**config.mk**
```make
export PLATFORM = sky130hd
export DESIGN_NAME = la_fork4
export DESIGN_NICKNAME = d
export VERILOG_FILES = /design/src/rtl/la_fork4.sv
export SDC_FILE = /design/constraint.sdc
export NUM_CORES = 1
export LEC_CHECK = 0
export BUFFER_PORTS_ARGS = -buffer_cell sky130_fd_sc_hd__buf_4
export CORE_UTILIZATION = 40
export CTS_CLUSTER_DIAMETER = 80
export DETAILED_ROUTE_END_ITERATION = 8
export HOLD_SLACK_MARGIN = 0.15
export PLACE_DENSITY = 0.75
export SETUP_SLACK_MARGIN = 0.4
export SYNTH_ARGS = -nofsm -noshare
export SYNTH_HDL_FRONTEND = slang
export SYNTH_SLANG_ARGS = --single-unit
```
**constraint.sdc**
```tcl
create_clock -name clk -period 4.6 [get_ports clk]
set_input_delay 0.46 -clock clk [delete_from_list [all_inputs] [get_ports clk]]
set_output_delay 0.46 -clock clk [all_outputs]
set_load 0.05 [all_outputs]
```
**src/rtl/la_fork4.sv**
```systemverilog
// One-to-four lazy fork: captures one upstream payload and holds it until every
// destination selected by its mask has taken it, then accepts the next one.
module la_fork4 #(
   parameter              PROP = "DEFAULT",
   parameter int unsigned DW   = 8
) (
   input  logic          clk,
   input  logic          nreset,
   input  logic          in_valid,
   output logic          in_ready,
   input  logic [DW-1:0] in_data,
   input  logic [3:0]    in_mask,
   output logic [3:0]    out_valid,
   input  logic [3:0]    out_ready,
   output logic [DW-1:0] out_data,
   output logic          busy
);

   localparam logic [0:0] ST_IDLE = 1'b0;
   localparam logic [0:0] ST_BUSY = 1'b1;

   logic [3:0]    pending_q;
   logic [3:0]    pending_nxt;
   logic [DW-1:0] data_q;
   logic [DW-1:0] data_nxt;
   logic [3:0]    remain_c;
   logic [0:0]    state_c;
   logic          up_xfer_c;
   logic          unused_prop;

   // PROP only selects an implementation variant elsewhere; reduced here so it is referenced
   assign unused_prop = ^PROP;

   // State is implied by the pending set rather than kept in a separate register
   always_comb begin
      remain_c    = 4'b0000;
      state_c     = ST_IDLE;
      in_ready    = 1'b0;
      up_xfer_c   = 1'b0;
      pending_nxt = pending_q;
      data_nxt    = data_q;

      remain_c = pending_q & ~out_ready;
      state_c  = (pending_q != 4'b0000) ? ST_BUSY : ST_IDLE;

      // Accept when nothing would still be owed after this cycle's handshakes
      case (state_c)
         ST_IDLE: in_ready = 1'b1;
         ST_BUSY: in_ready = (remain_c == 4'b0000);
         default: in_ready = 1'b0;
      endcase

      up_xfer_c = in_valid & in_ready;

      if (up_xfer_c) begin
         pending_nxt = in_mask;
         data_nxt    = in_data;
      end else begin
         pending_nxt = remain_c;
      end
   end

   always_ff @(posedge clk or negedge nreset) begin
      if (!nreset) begin
         pending_q <= 4'b0000;
         data_q    <= '0;
      end else begin
         pending_q <= pending_nxt;
         data_q    <= data_nxt;
      end
   end

   assign out_valid = pending_q;
   assign out_data  = data_q;
   assign busy      = |pending_q;

endmodule

```
==> results.json <==
{
  "die_area_mm2": 0.001545,
  "synthMuxAreaShare": 0.2022,
  "post_cts_buffers": 0,
  "worstPathArrival_ps": 1560,
  "crit_family": "simple AND/OR/NAND/NOR gates",
  "dp_cells": 78,
  "drc": 0,
  "rows": 13,
  "synth-simple-area-share": 0.1596,
  "cts_root_buf": "clkbuf_4",
  "grt_pass1_wl_mm": 1.504,
  "nNetsFinal": 88,
  "place.gp.congestion": 0.6945,
  "portBuffers": 32,
  "ctsHtreeMaxLevel": 1,
  "grt_overflow_total": 0,
  "num_vias": 403,
  "synth_nets": 51,
  "syn_to_final_growth_pct": 51.24,
  "ys_warn_count": 0,
  "startpoint": "out_valid[1]",
  "min_from": "in_mask[1]",
  "fmax_ghz": 0.4951,
  "first_iter_violations": 6,
  "peakVddDrop_v": 0.0002379,
  "fin_cells": 83,
  "period_minus_slack_ps": 2020,
  "crit_slowest_cell": "or4_2",
  "grt_max_degree": 13,
  "synth_xor_area_frac": 0,
  "diodes": 0,
  "cts_tree": "yes",
  "drt-pass1-iter-count": 2,
  "yosysUniqueCellTypes": 10,
  "worst-setup-path-type": "register to output port",
  "met1_usage": 0.1782,
  "wirelength_mm": 1.044,
  "coreArea_mm2": 0.001301,
  "max_stage_delay_ps": 670,
  "crit-reg2reg-launch": "out_valid[2]",
  "path_buf_inv": 1,
  "netlist_area_um2": 556.8,
  "cp_max_fo": 3,
  "ctsHoldBuffers": 1,
  "ys_seq_elements": 12,
  "clock_skew_ps": 2.221,
  "setup_slack_ps": 2580,
  "synth_cells": 32,
  "tns_ps": 0,
  "wl_per_cell_um": 12.58,
  "hold_viol_final": 0,
  "worst_slew_pin_slew_ps": 231.2,
  "drv_slew": 0,
  "die_y_um": 39.31,
  "cts_resized": 0,
  "post-place-ws_ps": 2866,
  "rsz0062_at_grt": "false",
  "ant_nets": 0,
  "cellPowerDensity_mw_per_mm2": 553.2,
  "ys_seq_area_frac": 0.5393,
  "rrSetupSlack_ps": 2990,
  "grt_pass1_vias": 366,
  "cap_viol_max_count": 0,
  "total_power_mw": 0.4659,
  "avgSynthCellArea_um2": 17.40,
  "synth_top_family_by_area": "multiplexers",
  "grtUsageMet2": 0.2500,
  "clkTransAtPathRegs_ps": 70,
  "synth_compound_area_frac": 0.06292,
  "grt-busiest-layer": "met2",
  "clk_latency_ps": 270,
  "gr-usage-met3": 0.05114,
  "relSlewSlack": 0.8447,
  "post-route-period-util": 0.4391,
  "endpoint_kind": "output port",
  "setup_viol": 0,
  "status": "finished, final reports clean",
  "min_path_type": "primary input to register",
  "die_w_um": 39.31,
  "cp.required_ps": 4140,
  "antenna_found_initial": 0,
  "crit_chain": "or4_2, buf_4",
  "synthAdderAreaFrac": 0,
  "cts_buffers": 3,
  "power_leakage_nw": 0.4397,
  "clk_path_buf_depth": 2,
  "viasPerCell": 4.855,
  "clkSinkCount": 12,
  "drive_gt1_frac": 0.8088,
  "io-pin-count": 33,
  "start_util": 0.4279,
  "track_usage": 0.1536,
  "crit_path_start_kind": "register"
}
==> placed cells by master (no fill, tap or decap) <==
master / count
nor2b_4: 3
mux2_2: 2
and2_4: 1
or4_2: 1
mux2_4: 6
clkbuf_8: 1
a21o_2: 4
dlygate4sd3_1: 1
and2b_2: 1
buf_4: 32
dfrtp_1: 12
clkbuf_4: 3
nor4_4: 1
==> registers in the layout, summed over array words and instances, names as in the netlist <==
register / flops
out_data: 8
out_valid: 4
==> synthesized netlist by cell type <==
cell | instances | area share
nor2b_4 | 3 | 0.074
and2b_2 | 1 | 0.016
mux2_4 | 6 | 0.16
buf_12 | 1 | 0.036
nor4_4 | 1 | 0.038
a21o_2 | 4 | 0.063
dfrtp_1 | 12 | 0.54
mux2_2 | 2 | 0.040
or4_2 | 1 | 0.016
and2_4 | 1 | 0.016
==> power breakdown <==
group | internal, mW | total [mW] | switching, mW
clock | 0.0481 | 0.0826 | 0.0346
sequential | 0.132 | 0.146 | 0.0146
combinational | 0.0917 | 0.237 | 0.145
==> worst reg2reg max path: stages (launching register included) <==
cell	delay (ps)
dfrtp_1	410
nor2b_4	150
nor4_4	270
and2_4	310
mux2_2	360
==> cells by family (layout without fill, tap and decap cells) <==
group / after synthesis / in the layout
flops: 12 / 12
mux: 8 / 8
simple gates: 7 / 7
compound gates: 4 / 4
buf+inv: 1 / 37
==> path summary, 6_finish.rpt <==
| check | to | cells after the start |
|---|---|---|
| min in group asynchronous | out_data[5] | 2 |
| worst min register to register | out_data[3] | 1 |
| max in group asynchronous | out_data[2] | 2 |
| worst min-delay path | out_valid[1] | 2 |
| worst max-delay path | busy | 2 |
| worst max register to register | out_data[3] | 4 |
==> metrics by stage <==
stage	instance area (um2)	hold slack, ps	util
CTS	842.1	383.4	0.6471
detailed placement	795.8	305.6	0.6115
floorplan	556.8	164.4	-
finish	842.1	389.4	0.6471
global placement	795.8	306.7	0.6115
global route	842.1	388.6	0.6471
==> area by class of cell <==
cell class | count | area, um2
fillers | 108 | 459.2
clock buffers | 4 | 36.28
flip-flops and latches | 12 | 300.3
repair buffers | 33 | 250.2
well taps | 15 | 18.77
multi-input cells | 19 | 236.5
==> per-layer routing <==
metal | vias to the layer above | share of wire
met3 | 0 | 0.069
met5 | - | 0
li1 | 184 | -
met4 | 0 | 0
met2 | 19 | 0.50
met1 | 200 | 0.43
Power figures use the tool's default switching activity.
